[src/rtl/strategy_switch_ctrl.sv]
// Writer side of the strategy_mux select/parameter interface: accepts change requests and
// performs a drain -> guard -> commit changeover so strategy_sel/par never move while outputs are live.
package strategy_switch_pkg;
    typedef logic [2:0] parameters_t;
endpackage

module strategy_switch_ctrl
    import strategy_switch_pkg::*;
#(
    parameter int          NUM_STRATEGIES   = 5,
    parameter logic [7:0]  DEFAULT_STRATEGY = 8'd0,
    parameter parameters_t DEFAULT_PAR      = 3'b001,
    parameter int          GUARD_CYCLES     = 16,
    parameter int          DRAIN_TIMEOUT    = 256
) (
    input  logic        clock,
    input  logic        reset,
    input  logic        req_valid,
    output logic        req_ready,
    input  logic [7:0]  req_strategy,
    input  parameters_t req_par,
    input  logic        busy_in,
    output logic [7:0]  strategy_sel,
    output parameters_t par,
    output logic        out_enable,
    output logic        switch_done,
    output logic        err_invalid,
    output logic        err_timeout,
    output logic [15:0] switch_count
);

    localparam int CNT_MAX = (GUARD_CYCLES > DRAIN_TIMEOUT) ? GUARD_CYCLES : DRAIN_TIMEOUT;
    localparam int CW      = $clog2(CNT_MAX + 1);
    localparam logic [CW-1:0] GUARD_LAST = CW'(GUARD_CYCLES - 1);
    localparam logic [CW-1:0] DRAIN_LAST = CW'(DRAIN_TIMEOUT - 1);
    localparam logic [8:0]    NUM_CODES  = 9'(NUM_STRATEGIES);

    typedef enum logic [2:0] {
        ST_STARTUP,
        ST_IDLE,
        ST_DRAIN,
        ST_GUARD,
        ST_COMMIT
    } state_t;

    state_t      state;
    logic [CW-1:0] cnt;
    logic [7:0]  lat_strategy;
    parameters_t lat_par;

    logic req_in_range;
    logic req_is_current;
    assign req_in_range   = ({1'b0, req_strategy} < NUM_CODES);
    assign req_is_current = (req_strategy == strategy_sel) && (req_par == par);

    // NOTE: every register here, including the latched request, is updated with <= so all
    // next-state decisions see the values from before the edge; the latch is reset too so a
    // stale request can never be committed after a mid-operation reset.
    always_ff @(posedge clock or negedge reset) begin
        if (!reset) begin
            state        <= ST_STARTUP;
            cnt          <= '0;
            lat_strategy <= DEFAULT_STRATEGY;
            lat_par      <= DEFAULT_PAR;
            strategy_sel <= DEFAULT_STRATEGY;
            par          <= DEFAULT_PAR;
            out_enable   <= 1'b0;
            req_ready    <= 1'b0;
            switch_done  <= 1'b0;
            err_invalid  <= 1'b0;
            err_timeout  <= 1'b0;
            switch_count <= '0;
        end else begin
            switch_done <= 1'b0;
            err_invalid <= 1'b0;
            err_timeout <= 1'b0;

            case (state)
                ST_STARTUP: begin
                    if (cnt == GUARD_LAST) begin
                        state      <= ST_IDLE;
                        out_enable <= 1'b1;
                        req_ready  <= 1'b1;
                        cnt        <= '0;
                    end else begin
                        cnt <= cnt + CW'(1);
                    end
                end

                ST_IDLE: begin
                    if (req_valid && req_ready) begin
                        lat_strategy <= req_strategy;
                        lat_par      <= req_par;
                        if (!req_in_range) begin
                            err_invalid <= 1'b1;
                        end else if (req_is_current) begin
                            switch_done <= 1'b1;
                        end else begin
                            state     <= ST_DRAIN;
                            req_ready <= 1'b0;
                            cnt       <= '0;
                        end
                    end
                end

                // Outputs stay live while the running strategy finishes its sequence.
                ST_DRAIN: begin
                    if (!busy_in || cnt == DRAIN_LAST) begin
                        err_timeout <= busy_in;
                        state       <= ST_GUARD;
                        out_enable  <= 1'b0;
                        cnt         <= '0;
                    end else begin
                        cnt <= cnt + CW'(1);
                    end
                end

                ST_GUARD: begin
                    if (cnt == GUARD_LAST) begin
                        state        <= ST_COMMIT;
                        strategy_sel <= lat_strategy;
                        par          <= lat_par;
                        cnt          <= '0;
                    end else begin
                        cnt <= cnt + CW'(1);
                    end
                end

                ST_COMMIT: begin
                    state       <= ST_IDLE;
                    out_enable  <= 1'b1;
                    req_ready   <= 1'b1;
                    switch_done <= 1'b1;
                    if (switch_count != 16'hFFFF) begin
                        switch_count <= switch_count + 16'd1;
                    end
                end

                default: begin
                    state <= ST_STARTUP;
                    cnt   <= '0;
                end
            endcase
        end
    end

endmodule

[config.mk]
export PLATFORM = sky130hd
export DESIGN_NAME = strategy_switch_ctrl
export DESIGN_NICKNAME = d
export VERILOG_FILES = /design/src/rtl/strategy_switch_ctrl.sv
export SDC_FILE = /design/constraint.sdc
export NUM_CORES = 1
export LEC_CHECK = 0
export ABC_AREA = 1
export CAP_MARGIN = 25
export CORE_MARGIN = 2
export CORE_UTILIZATION = 55
export CTS_BUF_LIST = sky130_fd_sc_hd__clkbuf_4
export CTS_CLUSTER_DIAMETER = 60
export DETAILED_ROUTE_END_ITERATION = 7
export PLACE_DENSITY = 0.94
export RECOVER_POWER = 100
export REMOVE_ABC_BUFFERS = 1
export SLEW_MARGIN = 10
export SYNTH_ARGS = -nofsm -noshare
export SYNTH_HDL_FRONTEND = slang
export SYNTH_SLANG_ARGS = --single-unit
[constraint.sdc]
create_clock -name clock -period 2.8 [get_ports clock]
set_clock_uncertainty 0.2 [all_clocks]
set_input_delay 0.42 -clock clock [delete_from_list [all_inputs] [get_ports clock]]
set_output_delay 0.42 -clock clock [all_outputs]
set_load 0.02 [all_outputs]
Word-level counts from Yosys, hierarchy flattened. Index checks and enable logic that the tools add are counted. Widths: inputs -> output; s select.

Register bits after elaboration: 55. Bits of input ports: 15.

Add/subtract/negate cells: 2. Equal/unequal tests: 15. Magnitude comparators: 1. Reduce and logical (&&, ||, !) cells: 15. Mux-type cells: 29. Bitwise gates (word level): 1.

Operators with widths (number): $mux 9 (5); $pmux 9 s4 (1); $mux 3 (6); $add 16x1->16 const B (1); $ne 16x16->1 const B (1); $pmux 3 s5 (1); $mux 1 (13); $ne 2x2->1 const B (6); $add 9x1->9 const B (1); $eq 9x4->1 const B (1); $eq 9x8->1 const B (1); $eq 8x8->1 (1); $lt 8x3->1 const B (1); $eq 3x2->1 const B (2); $pmux 1 s3 (2); $reduce_and 2->1 (3); $reduce_and 6->1 (1); $reduce_bool 3->1 (2); $reduce_and 5->1 (1); $reduce_and 4->1 (1); $eq 3x1->1 const B (1); $eq 3x3->1 (1); $eq 3x3->1 const B (1); $logic_not 3->1 (1); other kinds (7) (8).

Logic depth before layout (Yosys ltp).
Depth after elaboration: 6. Gate-level depth with buffers: 13.

Worst setup path before layout. Ideal clock, no wire load.

Path type: register to register. Start: register cnt[0]. End: register state[0]. Cell stages (with the launch flop): 14. Arrival time: 1.729 ns. Period minus slack after synthesis: 2.053 ns. Setup slack: 0.747 ns. Path through: dfrtp_1 > ha_1 > nand2_2 > nor2_4 > nand3_1 > nor3_1 > ha_1 > inv_1 > nand3_1 > nand2_4 > nor2_2 > nand3_1 > nand2_1 > nand2_1.

Longest elaborated chain between the ends: 4.

Ends and longest elaborated chain: from (decl) (line 47) `logic [CW-1:0] cnt;`; from (signal assigned) (line 86) `cnt <= cnt + CW'(1);`; from (signal assigned) (line 114) `cnt <= cnt + CW'(1);`; from (signal assigned) (line 125) `cnt <= cnt + CW'(1);`; $eq 9x8->1 (line 108) `if (!busy_in || cnt == DRAIN_LAST) begin`; $logic_or 1x1->1 (line 108); $ne 2x2->1 (no line); $reduce_and 6->1 (no line) *; to (signal assigned) (line 110) `state <= ST_GUARD;`; to (signal assigned) (line 120) `state <= ST_COMMIT;`; to (signal assigned) (line 130) `state <= ST_IDLE;`; to (decl) (line 46) `state_t state;`.

Every way passes the cells marked *; elsewhere a longest branch is shown, timed or not. A chain may end at the register's enable or synchronous reset.

Worst setup path after layout.
Start: register state[2]. End: register req_ready.

Longest elaborated chain between the ends: 3.

Ends and longest elaborated chain: from (signal assigned) (line 61) `state <= ST_STARTUP;`; from (signal assigned) (line 81) `state <= ST_IDLE;`; from (signal assigned) (line 99) `state <= ST_DRAIN;`; $eq 3x1->1 (tied with other cells) (line 78) `case (state)`; $ne 2x2->1 (no line) / $reduce_bool 3->1 (equally long branches); $reduce_and 5->1 (no line); to (signal assigned) (line 68) `req_ready <= 1'b0;`; to (signal assigned) (line 83) `req_ready <= 1'b1;`; to (signal assigned) (line 100) `req_ready <= 1'b0;`; to (decl) (line 19) `output logic req_ready,`.

Several ways; a longest one is shown, not always the timed one.

==> impl_metrics.csv <==
group,metric,value,unit
run_status,status,"finished clean",
finish,drive_above_1_share,7.90,%
detailed_routing,drt_pass1_iterations,4,
cts,cts_buffers,5,
logic_synthesis,yosysTopAreaCellShare,46.8,%
floorplan,dieArea,5740,um2
timing,final_max_slew_viol_count,0,
cts,clock_sink_count,55,
detailed_routing,wl_per_cell,12.5,um
finish,area_growth,20.3,%
floorplan,core_area,5040,um2
detailed_routing,drt_iter0_drc,138,
worst_setup_path,crit_start,"state[2]",
timing,hold_viol,0,
flow_run,drv_cap,0,
global_routing,grt_max_degree,56,
logic_synthesis,postSynthCellCount,353,
logic_synthesis,ys_types,29,
cts,cts-htree-levels,2,
worst_hold_path,hold_path.class,"reg -> reg",
logic_synthesis,synthTopCellsByCount,"nand2_1 (116), dfrtp_1 (53), inv_1 (40)",
logic_synthesis,synthArstFlopShare,100,%
placed_design,place_congestion,0.871,
logic_synthesis,synth_most_common_cell,"nand2_1",
timing,layout_min_cycle_time,2.47,ns
logic_synthesis,ys_seq_area_share,48.7,%
cts,path_clk_slew,0.16,ns
global_routing,grt-ovfl-total,0,
timing,max_slew_margin,14.3,%
logic_synthesis,synth-main-ff-cell,"dfrtp_1",
logic_synthesis,synthTopCellsByArea,"dfrtp_1 (47%), nand2_1 (15%), inv_1 (5.3%)",
detailed_routing,antenna_left,0,
floorplan,fp.dieH,75.8,um
floorplan,io_pins,47,
global_routing,grt_antenna_before_repair,0,
logic_synthesis,synth_edf_count,0,
finish,fin_nets,422,
placed_design,place_hpwl,4460,um
floorplan,start_util,56.2,%
placed_design,dp_cells,466,
finish,diodes,0,
finish,layout.cells.non_filler,475,
worst_setup_path,worst-setup-path-type,"reg -> reg",
timing,clock.fmax,405,MHz
cts,ctsRootBufferMaster,"clkbuf_4",
global_routing,grt.total_usage,23.4,%
detailed_routing,drcViolationCount,0,
worst_setup_path,r2r_setup_slack,0.33,ns
timing,fin_crit_sh,88.2,%
logic_synthesis,yosys.area.top_type,"dfrtp_1",
cts,tritoncts,"done",
worst_hold_path,hp-start,"out_enable",
worst_setup_path,crit_path_end_kind,"flip-flop",
power,p_leak,1.73,nW
floorplan,row_count,26,
power,power_density,674,nW/um2
worst_setup_path,start_kind,"flip-flop",
timing,final.setup.tns,0,ns
timing,rsz0062_at_grt,"no",
floorplan,die_x,75.8,um
global_routing,grt_pass1_wl,10200,um
worst_setup_path,timing.rr.start,"state[2]",
detailed_routing,routed_via_density,5.14,
timing,setup_viol,0,
worst_setup_path,worstPathRequired,2.88,ns
cts,cts-resized-gates,0,
logic_synthesis,avgSynthCellArea,8.03,um2
global_routing,first_global_vias,2362,
worst_setup_path,worstPathMaxFanout,22,
worst_setup_path,critPathArrivalTime,2.55,ns
cts,clk_latency,0.38,ns
detailed_routing,routed_wl,5920,um
logic_synthesis,ys_ff_latch,55,
logic_synthesis,syn_area,2830,um2
detailed_routing,vias,2443,
timing,worst_pin_slew,1.29,ns
power,ir_worst_vdd,0.572,mV
placed_design,io_buffers,46,
logic_synthesis,yosys_warnings,0,
cts,cts_buffer_depth,2,
[worst max-delay path: stages (launching register included)]
cell      delay [ns]
dfrtp_1         0.43
inv_1           0.16
nand3_1         0.20
nor2_1          0.14
clkbuf_1        0.67
inv_1           0.21
nand2_1         0.13
nand3_1         0.10
nand2_1         0.08
nand2_1         0.05
[layer usage]
layer	wire length [um]	GRT usage, %	vias up	part of all wire [%]
met4	106	8.97	0	1.8
met5	0	0	-	0
met2	3140	43.1	67	53
met1	2420	27.3	1163	41
met3	255	3.44	9	4.3
li1	-	-	1204	-
[state kept, by name, indices dropped and copies added, names as in the netlist]
register and count:
switch_done 1, lat_strategy 8, err_invalid 1, strategy_sel 8, out_enable 1, err_timeout 1
switch_count 16, state 3, req_ready 1, par 3, lat_par 3, cnt 9
[path summary, 6_finish.rpt]
check	end	cells past startpoint
max	req_ready	9
min	out_enable	2
max reg2reg	req_ready	9
min reg2reg	out_enable	2
max in group asynchronous	cnt[6]	3
min in group asynchronous	switch_count[7]	3
[report_power, final]
| part | switching [mW] | internal (mW) |
|---|---|---|
| Combinational | 0.520 | 0.273 |
| Clock | 0.240 | 0.184 |
| Sequential | 0.116 | 0.966 |
| Total | 0.876 | 1.42 |
[final cells by class]
class	count	area (um2)
Clock inverter	3	38.8
Fill cell	413	1630
Inverter	46	173
Timing Repair Buffer	50	478
Tap cell	70	87.6
Multi-Input combinational cell	246	1220
Clock buffer	5	37.5
Sequential cell	55	1380
[kinds of logic (layout without fill, tap and decap cells)]
kind of cell / count (synthesis) / in the layout / synth area share, %
buffers and inverters: 52 / 104 / 7.59
adders and majority gates: 3 / 3 / 1.32
xor gates and xnor gates: 20 / 20 / 6.18
AOI/OAI and AO/OA: 30 / 30 / 5.61
DFF: 55 / 55 / 48.7
and+or+nand+nor: 193 / 193 / 30.6
[what timing repair did]
item / in CTS / in global routing
hold endpoints to repair: 53 / 0
buffers inserted: 0 / 0
hold buffers: 1 / 0
[placed cells by master, fill, tap and decap left out, drive strengths merged]
cell	synthesis	layout
o22ai	1	1
xnor2	10	10
clkinv	0	2
xor2	10	10
nand2	125	125
inv	46	46
nor2	30	30
nand3	21	21
a21oi	2	2
bufinv	0	1
clkdlybuf4s50	0	13
ha	3	3
dfrtp	53	53
dlygate4sd3	0	33
dfstp	2	2
nor3	6	6
o211ai	2	2
nand3b	1	1
a21boi	1	1
or2	2	2
nand4	8	8
clkbuf	0	8
buf	6	1
o21ai	24	24
[per-stage QoR]
step	power, mW	instance area [um2]	hold WS [ns]	setup slack (ns)	util (%)
finish	2.30	3410	0.289	0.330	67.6
floorplan	1.64	2790	-0.0756	0.747	-
detailed placement	1.92	3360	0.262	0.538	66.6
global placement	1.86	3360	0.260	0.665	66.6
global route	2.47	3410	0.321	0.182	67.6
CTS	2.35	3440	0.298	0.495	68.3
Note: power is estimated with default switching activity, not from simulation.
